**config.mk**
```make
export PLATFORM = sky130hd
export DESIGN_NAME = masked_parallel_hpc1_driver_flat
export DESIGN_NICKNAME = d
export VERILOG_FILES = /design/src/rtl/masked_parallel_hpc1_driver_if.sv /design/src/rtl/masked_parallel_hpc1_driver.sv /design/src/flat_wrapper.sv
export SDC_FILE = /design/constraint.sdc
export NUM_CORES = 1
export LEC_CHECK = 0
export ABC_CLOCK_PERIOD_IN_PS = 2500
export CORE_ASPECT_RATIO = 0.6
export CORE_MARGIN = 2
export CORE_UTILIZATION = 30
export CTS_BUF_LIST = sky130_fd_sc_hd__clkbuf_4 sky130_fd_sc_hd__clkbuf_8
export CTS_CLUSTER_SIZE = 25
export DETAILED_ROUTE_END_ITERATION = 16
export PLACE_DENSITY_LB_ADDON = 0.12
export SYNTH_ARGS = -nofsm -noshare
export SYNTH_HDL_FRONTEND = slang
export SYNTH_SLANG_ARGS = --single-unit
```
**constraint.sdc**
```tcl
create_clock -name in_clock -period 2.5 [get_ports in_clock]
set_input_delay 0.5 -clock in_clock [delete_from_list [all_inputs] [get_ports in_clock]]
set_output_delay 0.5 -clock in_clock [all_outputs]
set_load 0.02 [all_outputs]
```
**src/rtl/masked_parallel_hpc1_driver_if.sv**
```systemverilog
// Handshake and share bus between the HPC1 driver and its environment.
// Carries the plaintext operand/result handshakes and the shared multiplier I/O.
interface masked_parallel_hpc1_driver_if #(
  parameter int NUM_SHARES = 2,
  parameter int BIT_WIDTH = 4
);
  logic in_valid;
  logic out_ready_in;
  logic [BIT_WIDTH-1:0] in_a;
  logic [BIT_WIDTH-1:0] in_b;
  logic [BIT_WIDTH-1:0] in_c;
  logic [3*(NUM_SHARES-1)-1:0][BIT_WIDTH-1:0] in_share_rand;
  logic [NUM_SHARES-1:0][BIT_WIDTH-1:0] out_a_t1;
  logic [NUM_SHARES-1:0][BIT_WIDTH-1:0] out_b_t0;
  logic [NUM_SHARES-1:0][BIT_WIDTH-1:0] out_c_t0;
  logic [NUM_SHARES-1:0][BIT_WIDTH-1:0] in_d;
  logic [NUM_SHARES-1:0][BIT_WIDTH-1:0] in_e;
  logic out_valid;
  logic in_ready;
  logic [BIT_WIDTH-1:0] out_d_plain;
  logic [BIT_WIDTH-1:0] out_e_plain;

  modport master (
    output in_valid, in_a, in_b, in_c, in_share_rand,
    output in_d, in_e, in_ready,
    input  out_ready_in, out_a_t1, out_b_t0, out_c_t0,
    input  out_valid, out_d_plain, out_e_plain
  );

  modport slave (
    input  in_valid, in_a, in_b, in_c, in_share_rand,
    input  in_d, in_e, in_ready,
    output out_ready_in, out_a_t1, out_b_t0, out_c_t0,
    output out_valid, out_d_plain, out_e_plain
  );
endinterface

```
**src/rtl/masked_parallel_hpc1_driver.sv**
```systemverilog
// Shares a/b/c for a parallel HPC1 multiplier pair and recombines d/e.
// b/c shares go out at t0, a shares at t1; results folded at a fixed latency.
module masked_parallel_hpc1_driver #(
  parameter int NUM_SHARES = 2,
  parameter int BIT_WIDTH = 4,
  parameter int MUL_LATENCY = 2
) (
  input logic in_clock,
  input logic in_reset,
  masked_parallel_hpc1_driver_if.slave bus
);
  localparam int N = NUM_SHARES;
  localparam int W = BIT_WIDTH;
  localparam int CW = $clog2(MUL_LATENCY + 1);

  typedef logic [N-1:0][W-1:0] sh_t;
  typedef enum logic [2:0] {IDLE, T0, T1, WAIT, DONE} state_t;

  state_t state;
  logic [CW-1:0] cnt;
  logic [CW-1:0] cnt_nxt;
  sh_t a_new, b_new, c_new;
  sh_t a_hold, a_q, b_q, c_q;
  logic [W-1:0] d_fold, e_fold;
  logic [W-1:0] d_q, e_q;
  logic valid_q, ready_q;

  assign cnt_nxt = (cnt == CW'(MUL_LATENCY)) ? cnt : cnt + CW'(1);

  always_comb begin
    a_new = '0;
    b_new = '0;
    c_new = '0;
    a_new[N-1] = bus.in_a;
    b_new[N-1] = bus.in_b;
    c_new[N-1] = bus.in_c;
    for (int i = 0; i < N-1; i++) begin
      a_new[i] = bus.in_share_rand[i];
      b_new[i] = bus.in_share_rand[N-1+i];
      c_new[i] = bus.in_share_rand[2*N-2+i];
      a_new[N-1] ^= bus.in_share_rand[i];
      b_new[N-1] ^= bus.in_share_rand[N-1+i];
      c_new[N-1] ^= bus.in_share_rand[2*N-2+i];
    end
    d_fold = '0;
    e_fold = '0;
    for (int i = 0; i < N; i++) begin
      d_fold ^= bus.in_d[i];
      e_fold ^= bus.in_e[i];
    end
  end

  always_ff @(posedge in_clock or posedge in_reset) begin
    if (in_reset) begin
      state   <= IDLE;
      cnt     <= '0;
      a_hold  <= '0;
      a_q     <= '0;
      b_q     <= '0;
      c_q     <= '0;
      d_q     <= '0;
      e_q     <= '0;
      valid_q <= 1'b0;
      ready_q <= 1'b1;
    end else begin
      unique case (state)
        IDLE: begin
          if (bus.in_valid) begin
            a_hold  <= a_new;
            b_q     <= b_new;
            c_q     <= c_new;
            cnt     <= '0;
            ready_q <= 1'b0;
            state   <= T0;
          end
        end
        T0: begin
          a_q   <= a_hold;
          cnt   <= cnt_nxt;
          state <= T1;
        end
        T1: begin
          cnt   <= cnt_nxt;
          state <= WAIT;
        end
        WAIT: begin
          cnt <= cnt_nxt;
          // capture keys off the counter so any latency >= 2 works
          if (cnt == CW'(MUL_LATENCY)) begin
            d_q     <= d_fold;
            e_q     <= e_fold;
            a_q     <= '0;
            b_q     <= '0;
            c_q     <= '0;
            valid_q <= 1'b1;
            state   <= DONE;
          end
        end
        DONE: begin
          if (bus.in_ready) begin
            valid_q <= 1'b0;
            ready_q <= 1'b1;
            state   <= IDLE;
          end
        end
        default: state <= IDLE;
      endcase
    end
  end

  assign bus.out_ready_in = ready_q;
  assign bus.out_a_t1     = a_q;
  assign bus.out_b_t0     = b_q;
  assign bus.out_c_t0     = c_q;
  assign bus.out_valid    = valid_q;
  assign bus.out_d_plain  = d_q;
  assign bus.out_e_plain  = e_q;
endmodule
```
**src/flat_wrapper.sv**
```systemverilog
// flat-port wrapper written by rule: the top's interface ports become plain ports
module masked_parallel_hpc1_driver_flat 
#(
  parameter int NUM_SHARES = 2,
  parameter int BIT_WIDTH = 4,
  parameter int MUL_LATENCY = 2
)
  (in_clock, in_reset, bus_in_valid, bus_in_a, bus_in_b, bus_in_c, bus_in_share_rand, bus_in_d, bus_in_e, bus_in_ready, bus_out_ready_in, bus_out_a_t1, bus_out_b_t0, bus_out_c_t0, bus_out_valid, bus_out_d_plain, bus_out_e_plain);
  masked_parallel_hpc1_driver_if #(.NUM_SHARES(NUM_SHARES), .BIT_WIDTH(BIT_WIDTH)) bus_i ();
  input logic in_clock;
  input logic in_reset;
  input wire logic [$bits(bus_i.in_valid)-1:0] bus_in_valid;
  input wire logic [$bits(bus_i.in_a)-1:0] bus_in_a;
  input wire logic [$bits(bus_i.in_b)-1:0] bus_in_b;
  input wire logic [$bits(bus_i.in_c)-1:0] bus_in_c;
  input wire logic [$bits(bus_i.in_share_rand)-1:0] bus_in_share_rand;
  input wire logic [$bits(bus_i.in_d)-1:0] bus_in_d;
  input wire logic [$bits(bus_i.in_e)-1:0] bus_in_e;
  input wire logic [$bits(bus_i.in_ready)-1:0] bus_in_ready;
  output wire logic [$bits(bus_i.out_ready_in)-1:0] bus_out_ready_in;
  output wire logic [$bits(bus_i.out_a_t1)-1:0] bus_out_a_t1;
  output wire logic [$bits(bus_i.out_b_t0)-1:0] bus_out_b_t0;
  output wire logic [$bits(bus_i.out_c_t0)-1:0] bus_out_c_t0;
  output wire logic [$bits(bus_i.out_valid)-1:0] bus_out_valid;
  output wire logic [$bits(bus_i.out_d_plain)-1:0] bus_out_d_plain;
  output wire logic [$bits(bus_i.out_e_plain)-1:0] bus_out_e_plain;
  assign bus_i.in_valid = bus_in_valid;
  assign bus_i.in_a = bus_in_a;
  assign bus_i.in_b = bus_in_b;
  assign bus_i.in_c = bus_in_c;
  assign bus_i.in_share_rand = bus_in_share_rand;
  assign bus_i.in_d = bus_in_d;
  assign bus_i.in_e = bus_in_e;
  assign bus_i.in_ready = bus_in_ready;
  assign bus_out_ready_in = bus_i.out_ready_in;
  assign bus_out_a_t1 = bus_i.out_a_t1;
  assign bus_out_b_t0 = bus_i.out_b_t0;
  assign bus_out_c_t0 = bus_i.out_c_t0;
  assign bus_out_valid = bus_i.out_valid;
  assign bus_out_d_plain = bus_i.out_d_plain;
  assign bus_out_e_plain = bus_i.out_e_plain;
  masked_parallel_hpc1_driver #(.NUM_SHARES(NUM_SHARES), .BIT_WIDTH(BIT_WIDTH), .MUL_LATENCY(MUL_LATENCY)) u_core (.in_clock(in_clock), .in_reset(in_reset), .bus(bus_i));
endmodule
```
# ---- Yosys cells after proc, flatten, opt, wreduce, memory -nomap -nowiden
# Cells that the tools add are included.
dict set report totals {
  inputBits 44
  elab_cells 63
  ff_bits 47
}
dict set report classes {
  eq_ne 9
  reduce_logical 15
  add_sub_neg 1
  bitwise_logic 5
  muxes 19
}
# cell n
set op_table {}
lappend op_table {{8-bit one-hot mux with 2 select lines} 3}
lappend op_table {{8-bit two-way mux} 3}
lappend op_table {{4-bit XOR} 5}
lappend op_table {{3-bit one-hot mux with 5 select lines} 1}
lappend op_table {{3-bit AND reduction} 5}
lappend op_table {{2-bit nonzero test} 5}
lappend op_table {{3-bit two-way mux} 3}
lappend op_table {{3-bit by 2-bit == test with 1-bit output, second input constant} 2}
lappend op_table {{2-bit != test, second input constant} 3}
lappend op_table {{2-bit AND reduction} 3}
lappend op_table {{1-bit two-way mux} 4}
lappend op_table {{2-bit two-way mux} 2}
lappend op_table {{1-bit one-hot mux with 2 select lines} 2}
lappend op_table {{2-bit one-hot mux with 2 select lines} 1}
lappend op_table {{3-bit by 1-bit == test with 1-bit output, second input constant} 1}
lappend op_table {{3-bit == test, second input constant} 1}
lappend op_table {{3-bit zero test} 1}
lappend op_table {{3-bit OR reduction} 1}
lappend op_table {{2-bit by 1-bit adder with 2-bit output, second input constant} 1}
lappend op_table {{2-bit == test, second input constant} 1}
lappend op_table {{2-bit by 1-bit != test with 1-bit output, second input constant} 1}

# ---- Longest topological paths before layout
# Gate-level depths: netlist of run 1.
dict set report depth {
  word_depth 4
  mapped_depth 8
  mapped_depth_nobuf 5
}

# ---- Worst setup path before layout of run 1
# Ideal clock, no wire load.
dict set report synth_timing {
  path_kind {reg-to-reg}
  start {reg u_core.cnt[0]}
  end {reg u_core.c_q, in the netlist u_core.bus.out_c_t0[5]}
  setup_slack_ns 0.725
  stages_incl_launch_ff 9
  setup_time_ns 0.092
  arrival_ns 1.683
  path_cell_list {dfrtp_1 > inv_1 > ha_1 > clkbuf_1 > nand4b_1 > and2_1 > buf_6 > buf_6 > o31ai_2}
}
dict set report synth_between {
  elab_chain_len 3
}
# element line
set synth_lines {}
lappend synth_lines {{start: declaration} masked_parallel_hpc1_driver.sv:20} ;# logic [CW-1:0] cnt;
lappend synth_lines {{start signal: assignment} masked_parallel_hpc1_driver.sv:79} ;# cnt <= cnt_nxt;
lappend synth_lines {{start signal: assignment} masked_parallel_hpc1_driver.sv:83} ;# cnt <= cnt_nxt;
lappend synth_lines {{start signal: assignment} masked_parallel_hpc1_driver.sv:87} ;# cnt <= cnt_nxt;
lappend synth_lines {{2-bit == test} masked_parallel_hpc1_driver.sv:89} ;# if (cnt == CW'(MUL_LATENCY)) begin
lappend synth_lines {{2-bit by 1-bit != test with 1-bit output (no line)} -}
lappend synth_lines {{3-bit AND reduction (no line)} -}
lappend synth_lines {{end signal: assignment} masked_parallel_hpc1_driver.sv:71} ;# c_q <= c_new;
lappend synth_lines {{end: declaration} masked_parallel_hpc1_driver.sv:23} ;# sh_t a_hold, a_q, b_q, c_q;
# No other way between the ends.
# A chain may end at the register's enable or synchronous reset.

# ---- Worst setup path after layout of run 1
dict set report layout_timing {
  start {in bus_in_valid}
  end {reg u_core.c_q, in the netlist u_core.bus.out_c_t0[4]}
}
dict set report layout_between {
  elab_chain_len 2
}
# element line
set layout_lines {}
lappend layout_lines {{start: declaration} flat_wrapper.sv:12} ;# input wire logic [$bits(bus_i.in_valid)-1:0] bus_in_valid;
lappend layout_lines {{2-bit != test (no line)} -}
lappend layout_lines {{3-bit AND reduction (no line)} -}
# No other way between the ends.

==> results of run 1 <==
-- worst register-to-register path: stages (launching register included) --
cell and delay [ps]:
sky130_fd_sc_hd__dfrtp_1 500, sky130_fd_sc_hd__or4b_1 560, sky130_fd_sc_hd__and2_1 370, sky130_fd_sc_hd__o31ai_1 340
-- Yosys cell counts (all sizes together) --
master	instances
or2	1
or4b	1
buf	4
nand2	34
o2bb2ai	2
nor2b	1
nand4b	1
nor3b	1
and3b	1
ha	1
dfrtp	46
nand3	16
clkbuf	9
nand3b	2
xnor2	20
o21ai	22
inv	3
nor2	2
a21oi	3
o21a	1
o31ai	8
nor4b	1
and3	2
nor3	4
dfstp	1
nand2b	1
a22o	8
and2	1
-- how the worst min path moves through the flow --
stage,endpoint,startpoint,slack [ps]
after CTS,u_core.a_hold[0],u_core.a_hold[0],490
after detailed placement,u_core.a_hold[0],u_core.a_hold[0],460
final,u_core.bus.out_d_plain[0],u_core.bus.out_d_plain[0],490
after global routing,u_core.a_hold[3],u_core.a_hold[3],510
after floorplan,u_core.a_hold[0],u_core.a_hold[0],450
after global placement,u_core.a_hold[0],u_core.a_hold[0],460
-- registers in the layout (all words and copies together), names as in the netlist --
name                     flops
u_core.cnt                   2
u_core.bus.out_c_t0          8
u_core.bus.out_e_plain       4
u_core.a_hold                8
u_core.state                 3
u_core.bus.out_a_t1          8
u_core.bus.out_ready_in      1
u_core.bus.out_valid         1
u_core.bus.out_b_t0          8
u_core.bus.out_d_plain       4
-- power groups by stage --
stage	Clock (mW)	Sequential (mW)	Combinational, mW
after global routing	0.609	1.38	1.78
after floorplan	0	1.52	0.753
after CTS	0.578	1.32	1.64
after detailed placement	0	1.33	1.64
after global placement	0	1.33	1.62
final	0.563	1.32	1.63
-- through the flow --
stage          utilization (%)  power [mW]  hold slack, ps  cells  area (um^2)
3_5_place_dp              43.7        2.97             463    353         2920
3_3_place_gp              43.7        2.95             463    353         2920
6_report                  45.5        3.51             486    361         3040
2_1_floorplan                -        2.28             446    197         2070
5_1_grt                   45.5        3.76             508    361         3040
4_1_cts                   45.5        3.54             487    361         3040
-- layer usage --
metal / share of wire, % / routed length [um] / track usage [%]
met5: 0 / 0 / 0
met4: 0.35 / 18 / 4.17
met3: 4.8 / 243 / 3.37
met2: 43 / 2160 / 19.4
met1: 52 / 2650 / 20.2
-- final cells by class --
class | count | area share [%]
clock buffer | 5 | 2.27
sequential | 47 | 38.8
inverter | 3 | 0.371
tap | 87 | 3.59
multi-input combinational | 134 | 26.8
clock inverter | 3 | 1.53
timing repair buffer | 82 | 26.6
-- logic make-up (layout without fill, tap and decap cells) --
family          after synthesis  after routing  share of synthesized area [%]
simple gates                 69             69                           16.3
flops                        47             47                           56.9
compound gates               44             44                           14.0
xor+xnor                     20             20                           8.47
buf+inv                      16             93                           3.69
fa+ha+maj                     1              1                          0.605
==> results.md, run 1 <==
Outcome:
- The run finished with clean final reports.

Setup path:
- The endpoint arrival time on the critical path is approximately 2200 ps.
- The required time of the worst setup path is between 2000 and 3000 ps.
- Counting both buffers and inverters, the worst setup path holds a total of 1.
- The cell with the largest stage delay on the worst path is sky130_fd_sc_hd__clkdlybuf4s50_1.
- Traced cell by cell, the critical path runs through clkdlybuf4s50_1 -> or4b_1 -> and2_1 -> o31ai_1.
- The slack of the worst reg-to-reg path is roughly 640 ps.
- Following the worst setup path forward leads to its endpoint at u_core.bus.out_c_t0[4].
- The worst reg2reg path startpoint is u_core.state[0].
- The number of cells on the worst reg-to-reg path is 3.
- Among cell families on the critical path, the largest total delay comes from simple AND/OR/NAND/NOR gates.
- The worst setup path is of the in2reg kind.
- The launching element of the worst setup path is bus_in_valid.
- The capture instance of the worst register-to-register path is u_core.bus.out_c_t0[4].
- The largest fanout of any net on the critical path is 16.
- The startpoint kind of the worst setup timing path is an input pin.
- In this design, the stage delay of the slowest critical-path cell is ~500 ps.
- The number of cells on the critical path is 4.
- STA classifies the critical path endpoint as a register.

Timing:
- Setup violations remaining at the end of the flow were counted as 0.
- Between clock sinks in the finished design, the worst skew comes to 9.86 ps.
- For the pin with the worst max-slew slack, the measured transition is 595 ps.
- The final cycle utilization of the critical path is approximately 78%.
- The summed negative setup slack over all endpoints is 0 ps.
- The minimum clock period after layout is between 1500 and 2000 ps.
- The relative slew slack is between 60% and 70%.
- Setup repair after global routing left no endpoint under its margin.
- Setup slack on the critical path of the routed design comes to roughly 540 ps.
- The count of endpoints failing hold in the final timing report is 0.
- The fmax is approximately 510 MHz.
- The number of max-slew violations in the final report is 0.

Floorplanning:
- For this configuration, the core starts out at a cell density of around 31%.
- The standard-cell row count is 23.
- Measured along the x axis, the die boundary spans 111 um.
- The die covers between 7000 and 8000 um^2.
- The top-level port count is 78.
- The floorplan step defined a core boundary enclosing 6680 um^2.
- The die is 68.3 um tall.

Global routing:
- The overflow left after global routing is 0.
- The initial antenna violation count is 0.
- For this run, the total global-route usage over all layers was measured as a little over an eighth.
- The via count of the first global-routing pass came to approximately 1600.
- The first global-routing pass estimated 8020 um of wire.
- The maximum number of pins on one net before global-route repair is 35.

Clock tree:
- The clock slew seen by the registers of the worst setup and hold paths is 90 ps.
- The later pin in the worst-skew pair is clocked with a latency of 300 ps.
- Clock tree synthesis inserted a total of 5 buffers.
- CTS placed an instance of sky130_fd_sc_hd__clkbuf_8 at the clock tree root.
- Post-CTS repair changed the size of 0 cells.
- For this design, the CTS-stage hold fixing added 0 buffers.
- The clock tree synthesis step divided the H-tree into 2 levels.
- The number of clock sinks is between 40 and 50.
- The buffer depth of the longest clock path is 2.
- The number of buffers inserted by post-CTS setup repair is 0.
- The TritonCTS clock tree is yes.

Route:
- The count of TritonRoute iterations in the first routing pass is 4.
- The number of violations reported at the end of detailed-routing iteration 0 is 77.
- After detailed routing, the total wire length is 5070 um.
- In the routed design, unresolved DRC markers number 0.
- Using the TritonRoute via totals, the vias-per-cell ratio works out to about 4.6.
- The detail route stage leaves a number of antenna-violating nets equal to 0.
- The final route contains 1663 vias.
- After detailed routing, the average wire length per cell comes to around 14 um.

Pwr:
- The worst-case IR drop observed on VDD is around 0.00045 V.
- The sequential cell fraction of total power is between 30% and 40%.
- The combinational share of power is 46.4%.
- The cell internal power dissipation is ~2.1 mW.
- The clock share of power is approximately 16%.
- The switching power summed over all nets is 1.37 mW.
- The power density over cell area is ~1200 nW/um^2.
- The fraction of power spent switching nets is 39.0%.
- In this run the static leakage power is about 1.3 nW.

Finish:
- The sequential cells in the finished layout cover a total of 1180 um^2.
- The area growth from synthesis to layout is 46.8%.
- The number of antenna diodes in the final layout is 0.
- The commonest non-fill, non-tap cell in the layout is sky130_fd_sc_hd__clkdlybuf4s50_1.
- In the layout the commonest cells are sky130_fd_sc_hd__clkdlybuf4s50_1 (77), sky130_fd_sc_hd__dfrtp_1 (46), sky130_fd_sc_hd__nand2_1 (34).
- In the final layout, the share of cells above drive strength 1 is ~6.9%.
- The multi-input combinational cells in the finished layout cover a total of 815 um^2.
- The number of fill cells in the layout is roughly 650.
- The number of nets in the final layout is 318.

Logic synthesis:
- Summing every instance area after synthesis gives between 2000 and 2500 um^2.
- The synthesized netlist net count is between 200 and 250.
- The yosys synthesis warning count is 0.
- In this run, synthesis produced a sequential element count of 47.
- The share of synthesized area occupied by flip-flops and latches is between 50 and 60%.
- The share of the synthesized area in the top cell type is 55.7%.
- The count of distinct cell types in the synthesized netlist is 32.
- The cell taking the most area after synthesis is sky130_fd_sc_hd__dfrtp_1.
- The average size of a mapped cell is roughly 10 um^2.
- Yosys attributes the largest share of cell area to sky130_fd_sc_hd__dfrtp_1 (56%), sky130_fd_sc_hd__xnor2_1 (8.5%), sky130_fd_sc_hd__nand2_1 (6.2%).
- Synthesis handed over a netlist of 197 instances.

Placement:
- In this run the tool buffered the top-level ports with between 70 and 80 buffer cells.
- The pre-CTS worst setup slack is 234 ps.
- Routability-driven placement finished with a final weighted congestion of 0.769.
- The placed wire-length estimate is around 3700 um.

Min path:
- The worst hold path depth is 2.
- The path class of the lowest-slack min-delay path is reg2reg.

Run:
- The max capacitance violation total is 0.
Power figures use the tool's default switching activity.
==> run 2: changes to the inputs <==
--- a/config.mk
+++ b/config.mk
@@ -5,7 +5,7 @@
 export SDC_FILE = /design/constraint.sdc
 export NUM_CORES = 1
 export LEC_CHECK = 0
-export ABC_CLOCK_PERIOD_IN_PS = 2500
+export ABC_CLOCK_PERIOD_IN_PS = 1600
 export CORE_ASPECT_RATIO = 0.6
 export CORE_MARGIN = 2
 export CORE_UTILIZATION = 30
==> constraint.sdc (replaced) <==
create_clock -name in_clock -period 1.6 [get_ports in_clock]
set_input_delay 0.32 -clock in_clock [delete_from_list [all_inputs] [get_ports in_clock]]
set_output_delay 0.32 -clock in_clock [all_outputs]
set_load 0.02 [all_outputs]
==> results.md, run 2 (synthesized netlist as in run 1, its figures left out) <==
Finish:
- The area growth from synthesis to layout is 53.8%.
- The final standard cell count with taps included and fillers excluded is 369 (+2.2%).
- The post-layout instance area is 3180 um^2 (+4.8%).
- The post-route core utilization is 47.6% (+2.2 points).
- The number of antenna diodes is 0 (unchanged).
- The number of nets in the final layout was 326 (+2.5%).
- In the layout the commonest cells are sky130_fd_sc_hd__dfrtp_1 (46), sky130_fd_sc_hd__clkdlybuf4s50_1 (42), sky130_fd_sc_hd__nand2_1 (34).
- The share of final-layout standard cells stronger than drive strength 1 was 12.1% (+5.1 points).
- Leaving out fill and tap cells, the most frequent cell in the layout is sky130_fd_sc_hd__dfrtp_1.

Floorplanning:
- The initial cell density of the core is 31.0% (unchanged).
- The standard-cell row count is 23 (unchanged).
- The area of the die is 7600 um^2 (unchanged).
- The core outline area was 6680 um^2 (unchanged).
- The horizontal die dimension is 111 um (unchanged).
- The vertical die dimension is 68.3 um (unchanged).
- The top-level port count is 78 (unchanged).

Setup path:
- The startpoint identified for the worst register-to-register timing path is u_core.state[1].
- The launching element of the worst setup path is u_core.state[1].
- The class of the most critical setup path is reg2reg.
- The largest fanout of any net on the critical path was 16 (unchanged).
- The startpoint kind of the worst setup timing path is a register.
- The buffers plus inverters on the worst setup path is 1 (unchanged).
- The capture instance of the worst register-to-register path is u_core.bus.out_c_t0[4].
- The required time of the worst setup path is 1820 ps (-880 ps).
- In this design, the largest share of critical-path delay is due to simple AND/OR/NAND/NOR gates.
- The stage delay of the slowest cell on the critical path is 540 ps (+40 ps).
- The end of the critical path is u_core.bus.out_c_t0[4].
- For this design, the slowest cell found on the critical path is sky130_fd_sc_hd__or4b_4.
- The sort of element at the end of the critical path is a register.
- The slack of the worst reg-to-reg path is 40 ps (-600 ps).
- The number of cells on the worst reg-to-reg path is 4 (+1).
- The number of cells on the critical path is 4 (unchanged).
- The signal on the critical path passes through or4b_4 -> and2_4 -> buf_12 -> o31ai_2.
- The endpoint arrival time on the critical path was 1780 ps (-390 ps).

Outcome:
- The run finished with clean final reports.

Route:
- The number of DRC violations after detailed routing is 0 (unchanged).
- The number of vias per cell after detailed routing is 4.63 (+0.48%).
- The post-detailed-route count of antenna-violating nets is 0 (unchanged).
- The count of TritonRoute iterations in the first routing pass is 4 (unchanged).
- The number of violations reported at the end of detailed-routing iteration 0 is 59 (-23%).
- The total vias in the final route is 1708 (+2.7%).
- The total wirelength of the detailed-routed design is 5300 um (+4.6%).
- The mean routed wirelength per cell is 14.4 um (+2.3%).

Placement:
- The placed instance area is 3020 um^2 (+3.4%).
- The placed wire-length estimate was 3810 um (+1.6%).
- The number of placed instances, taps included was 361 (+2.3%).
- The number of port buffers is 77 (unchanged).
- The final RePlAce weighted congestion was 0.778 (+1.2%).

Min path:
- The path class of the lowest-slack min-delay path is in2async.

Global routing:
- The wire length of the first global-routing pass came to 8200 um (+2.2%).
- The initial antenna violation count is 0 (unchanged).
- The maximum number of pins on one net before global-route repair was 35 (unchanged).
- The overflow left after global routing is 0 (unchanged).
- The overall global routing resource usage is 13.9% (+0.37 points).
- The via count of the first global-routing pass is 1590 (-1.1%).

Timing:
- The transition time at the pin with the least slew margin was 541 ps (-54.3 ps).
- The count of endpoints failing hold in the final timing report is 0 (unchanged).
- The worst-case clock skew was 5.96 ps (-3.90 ps).
- The number of max-slew violations in the final report is 0 (unchanged).
- The final cycle utilization of the critical path is a little over nine tenths.
- The fmax is roughly 640 MHz.
- The relative slew slack is 63.9% (+3.6 points).
- After layout, the minimum clock period comes to roughly 1600 ps.
- The final hold slack was 266 ps (-221 ps).
- The final count of negative-setup-slack endpoints is 0 (unchanged).

Clock tree:
- The clock slew seen by the registers of the worst setup and hold paths was 90 ps (about the same).
- The clock root buffer is sky130_fd_sc_hd__clkbuf_8.
- The number of H-tree levels came to 2 (unchanged).
- The clock latency reported for the late side of the worst-skew pair is 300 ps (about the same).
- The number of hold buffers added after cts is 0 (unchanged).
- The number of clock sinks came to 47 (unchanged).
- The number of buffers added by the clock tree synthesis step came to 5 (unchanged).
- TritonCTS built the clock tree.
- The buffer depth of the longest clock path was 2 (unchanged).

Pwr:
- The leakage power of the design is 1.54 nW (+20%).
- The power density over cell area is 1760 nW/um^2 (+52%).
- The peak supply drop is 0.000786 V (+75%).
- The total power of the final layout is 5.60 mW (+59%).

Run:
- The max capacitance violation total is 0 (unchanged).
## run 2: worst min-delay path by stage
stage / start / endpoint
finish: in_reset / u_core.bus.out_b_t0[4]
floorplan: bus_in_share_rand[0] / u_core.a_hold[0]
global route: in_reset / u_core.bus.out_b_t0[4]
global placement: u_core.bus.out_e_plain[0] / u_core.bus.out_e_plain[0]
detailed placement: u_core.a_hold[0] / u_core.a_hold[0]
CTS: in_reset / u_core.bus.out_b_t0[4]
## run 2: worst register-to-register path, stage by stage, from the launching register on
cell	delay, ps
sky130_fd_sc_hd__dfrtp_1	380
sky130_fd_sc_hd__or4b_4	540
sky130_fd_sc_hd__and2_4	160
sky130_fd_sc_hd__buf_12	150
sky130_fd_sc_hd__o31ai_2	240
## run 2: stage by stage
step	worst slack [ps]	setup TNS, ps
after global routing	-9.59	-9.59
after global placement	-290	-5610
after floorplan	-63.5	-381
final	39.7	0
after CTS	1.17	0
after detailed placement	-334	-5860
## run 2: repair_timing
action,CTS,global route
setup buffers,0,0
gates resized for setup,29,18
pin swaps,0,1
endpoints found under the setup margin,28,15
## run 2: final cells by class
| class | instances | area (um^2) |
|---|---|---|
| fillers | 635 | 3500 |
| flip-flops and latches | 47 | 1180 |
| repair buffers | 90 | 900 |
| multi-input cells | 134 | 871 |
| well taps | 87 | 109 |
| clock buffers | 5 | 68.8 |
| clock inverters | 3 | 43.8 |
| inverters | 3 | 11.3 |
## run 2: routing by layer
metal | GRT usage, % | vias to the layer above | wire (um)
li1 | - | 847 | -
met1 | 21.7 | 810 | 2760
met5 | 0 | - | 0
met3 | 3.37 | 5 | 291
met4 | 5.09 | 0 | 54
met2 | 18.3 | 46 | 2200
## run 2: power by group
group / total (mW) / leakage, nW / switching [mW] / internal (mW)
Clock: 0.881 / 0.0581 / 0.416 / 0.466
Sequential: 1.96 / 0.588 / 0.259 / 1.70
Combinational: 2.76 / 0.896 / 1.56 / 1.20
Total: 5.60 / 1.54 / 2.23 / 3.36
==> run 3: changes to the inputs <==
--- a/config.mk
+++ b/config.mk
@@ -6,9 +6,9 @@
 export NUM_CORES = 1
 export LEC_CHECK = 0
 export ABC_CLOCK_PERIOD_IN_PS = 1600
-export CORE_ASPECT_RATIO = 0.6
+export CORE_ASPECT_RATIO = 1.75
 export CORE_MARGIN = 2
-export CORE_UTILIZATION = 30
+export CORE_UTILIZATION = 41
 export CTS_BUF_LIST = sky130_fd_sc_hd__clkbuf_4 sky130_fd_sc_hd__clkbuf_8
 export CTS_CLUSTER_SIZE = 25
 export DETAILED_ROUTE_END_ITERATION = 16
==> results.md, run 3 (synthesized netlist as in run 1, its figures left out) <==
Placement:
- The pre-CTS worst setup slack is -477 ps (-143 ps).
- The number of placed instances, taps included is 326 (-9.7%).
- The placed wire-length estimate is 3470 um (-8.8%).
- The placed instance area is 2950 um^2 (-2.3%).
- The final RePlAce weighted congestion came to 0.786 (+0.98%).
- The number of port buffers is 77 (unchanged).

Timing:
- The final worst slack was 36.9 ps (-2.79 ps).
- The minimum clock period after layout came to 1560 ps (+2.79 ps).
- The transition time at the pin with the least slew margin is 413 ps (-128 ps).
- The relative slew slack is 72.4% (+8.5 points).
- The final count of negative-setup-slack endpoints is 0 (unchanged).
- The count of endpoints failing hold in the final timing report is 0 (unchanged).
- The fmax is 640 MHz (-0.18%).
- Setup repair after global routing left no endpoint under its margin.
- The worst-case clock skew is 6.88 ps (+0.914 ps).
- The final cycle utilization of the critical path is 97.7% (+0.17 points).
- The number of max-slew violations in the final report came to 0 (unchanged).

Floorplanning:
- The vertical die dimension is 98.0 um (+43%).
- The horizontal die dimension is 57.7 um (-48%).
- The standard-cell row count is 34 (+48%).
- The area of the die was 5650 um^2 (-26%).
- The top-level port count came to 78 (unchanged).
- The initial cell density of the core is 41.9% (+11 points).
- The core outline area is 4930 um^2 (-26%).

Pwr:
- The leakage power of the design is 1.69 nW (+9.3%).
- The peak supply drop is 0.00135 V (+72%).
- The total power of the final layout came to 5.43 mW (-3.0%).
- The power density over cell area came to 1730 nW/um^2 (-1.7%).

Finish:
- The post-route core utilization was 63.6% (+16 points).
- The area growth from synthesis to layout is 51.8%.
- The top cell types in the final layout, fill and taps aside, are sky130_fd_sc_hd__dfrtp_1 (46), sky130_fd_sc_hd__clkdlybuf4s50_1 (44), sky130_fd_sc_hd__nand2_1 (34).
- The post-layout instance area is 3140 um^2 (-1.3%).
- The commonest non-fill, non-tap cell in the layout is sky130_fd_sc_hd__dfrtp_1.
- The area occupied by registers is 1180 um^2 (unchanged).
- The number of fill cells in the layout is 436 (-31%).
- The number of antenna diodes is 0 (unchanged).
- The number of nets in the final layout came to 325 (-0.31%).
- The share of final-layout standard cells stronger than drive strength 1 is 11.0% (-1.0 points).
- The multi-input gate area in the final layout is 841 um^2 (-3.4%).
- The final standard cell count with taps included and fillers excluded is 335 (-9.2%).

Setup path:
- The worst reg2reg path startpoint is u_core.state[1].
- The class of the most critical setup path is reg2out.
- The buffers plus inverters on the worst setup path is 1 (unchanged).
- The worst setup path is launched from a register.
- The slack of the worst reg-to-reg path was 60 ps (+20 ps).
- The worst setup path is captured at a primary output.
- In this run the critical register-to-register path is captured at u_core.bus.out_b_t0[7].
- The stage delay of the slowest cell on the critical path is 600 ps (+60 ps).
- The end of the critical path is bus_out_a_t1[6].
- The number of cells on the critical path was 1 (-3).
- The number of cells on the worst reg-to-reg path is 3 (-1).
- Grouping stages by cell kind, the critical path spends the most delay in buffers and inverters.
- The endpoint arrival time on the critical path is 1240 ps (-540 ps).
- In this run the worst setup path begins at u_core.bus.out_a_t1[6].
- Traced cell by cell, the critical path runs through clkdlybuf4s50_1.
- Among all stages on the critical path, the largest delay is contributed by sky130_fd_sc_hd__clkdlybuf4s50_1.
- The largest fanout of any net on the critical path is 2 (-14).
- The required time of the worst setup path is 1280 ps (-540 ps).

Clock tree:
- The number of buffers inserted by post-CTS setup repair came to 0 (unchanged).
- The number of clock sinks is 47 (unchanged).
- The clock slew seen by the registers of the worst setup and hold paths came to 80 ps (about the same).
- The TritonCTS clock tree is yes.
- The number of hold buffers added after cts was 0 (unchanged).
- The buffer depth of the longest clock path is 2 (unchanged).
- The cell sitting at the root of the clock tree is a sky130_fd_sc_hd__clkbuf_8.
- The number of buffers added by the clock tree synthesis step was 5 (unchanged).
- The clock latency reported for the late side of the worst-skew pair is 290 ps (about the same).
- The number of H-tree levels is 2 (unchanged).

Run:
- The max capacitance violation total came to 0 (unchanged).

Route:
- The total wirelength of the detailed-routed design is 4920 um (-7.2%).
- The mean routed wirelength per cell is 14.7 um (+2.2%).
- The post-detailed-route count of antenna-violating nets was 0 (unchanged).
- The number of DRC violations after detailed routing is 0 (unchanged).
- The total vias in the final route was 1728 (+1.2%).
- The count of TritonRoute iterations in the first routing pass is 4 (unchanged).
- The number of vias per cell after detailed routing is 5.16 (+11%).
- The number of violations reported at the end of detailed-routing iteration 0 was 45 (-24%).

Global routing:
- The maximum number of pins on one net before global-route repair is 35 (unchanged).
- The overflow left after global routing is 0 (unchanged).
- The via count of the first global-routing pass is 1767 (+11%).
- The wire length of the first global-routing pass is 8260 um (+0.76%).
- The overall global routing resource usage is 18.6% (+4.6 points).
- The initial antenna violation count was 0 (unchanged).

Min path:
- The tightest min-delay check is of the in2async type.

Outcome:
- The flow ran to the end, and the final reports show no timing, DRC or antenna violations.
==> run 3: changes by cell type in the layout (fill, tap and decap cells not counted), sizes merged <==
cell / previous run / this run
buf: 13 / 11
clkdlybuf4s50: 42 / 44
clkbuf: 5 / 8
dlymetal6s2s: 8 / 25
and2: 1 / 2
bufinv: 1 / 0
dlygate4sd2: 27 / 8
clkinv: 2 / 0
==> run 3: area by class of cell <==
class                           instances  share of cell area (%)
Sequential cell                        47                    37.5
Timing Repair Buffer                   88                    29.9
Multi-Input combinational cell        135                    26.8
Clock buffer                            8                    3.31
Tap cell                               54                    2.15
Inverter                                3                   0.359
==> run 3: what timing repair did <==
action / in CTS / in global routing
pin swaps: 0 / 2
hold endpoints to repair: 0 / 0
resized for setup: 12 / 28
endpoints found under the setup margin: 24 / 30
gates cloned: 0 / 1
==> run 3: layer usage <==
metal / wire length (um) / global-route usage, %
met1: 1980 / 22.6
met2: 2610 / 31.6
met3: 247 / 4.11
met4: 79 / 6.44
met5: 0 / 0
==> run 3: worst min-delay path by stage <==
stage / from / end / cells past startpoint
5_1_grt: in_reset / u_core.bus.out_d_plain[1] / 2
4_1_cts: in_reset / u_core.bus.out_d_plain[1] / 2
2_1_floorplan: bus_in_share_rand[0] / u_core.a_hold[0] / 2
3_5_place_dp: u_core.a_hold[3] / u_core.a_hold[3] / 2
6_report: in_reset / u_core.bus.out_d_plain[1] / 2
3_3_place_gp: u_core.a_hold[3] / u_core.a_hold[3] / 2
==> run 3: stage by stage <==
step	hold WS, ps	TNS [ps]
6_report	286	0
5_1_grt	306	0
4_1_cts	285	0
3_5_place_dp	463	-8710
3_3_place_gp	459	-7760
2_1_floorplan	425	-381
==> run 3: where the power goes <==
group	internal [mW]	leakage, nW	switching (mW)
registers	1.70	0.588	0.270
clock network	0.411	0.0549	0.370
logic	1.20	1.04	1.48
==> run 3: worst register-to-register path, stage by stage (launching register included) <==
cell and delay [ps]:
sky130_fd_sc_hd__dfrtp_1 390, sky130_fd_sc_hd__or4b_4 570, sky130_fd_sc_hd__and2_4 220, sky130_fd_sc_hd__o31ai_1 260
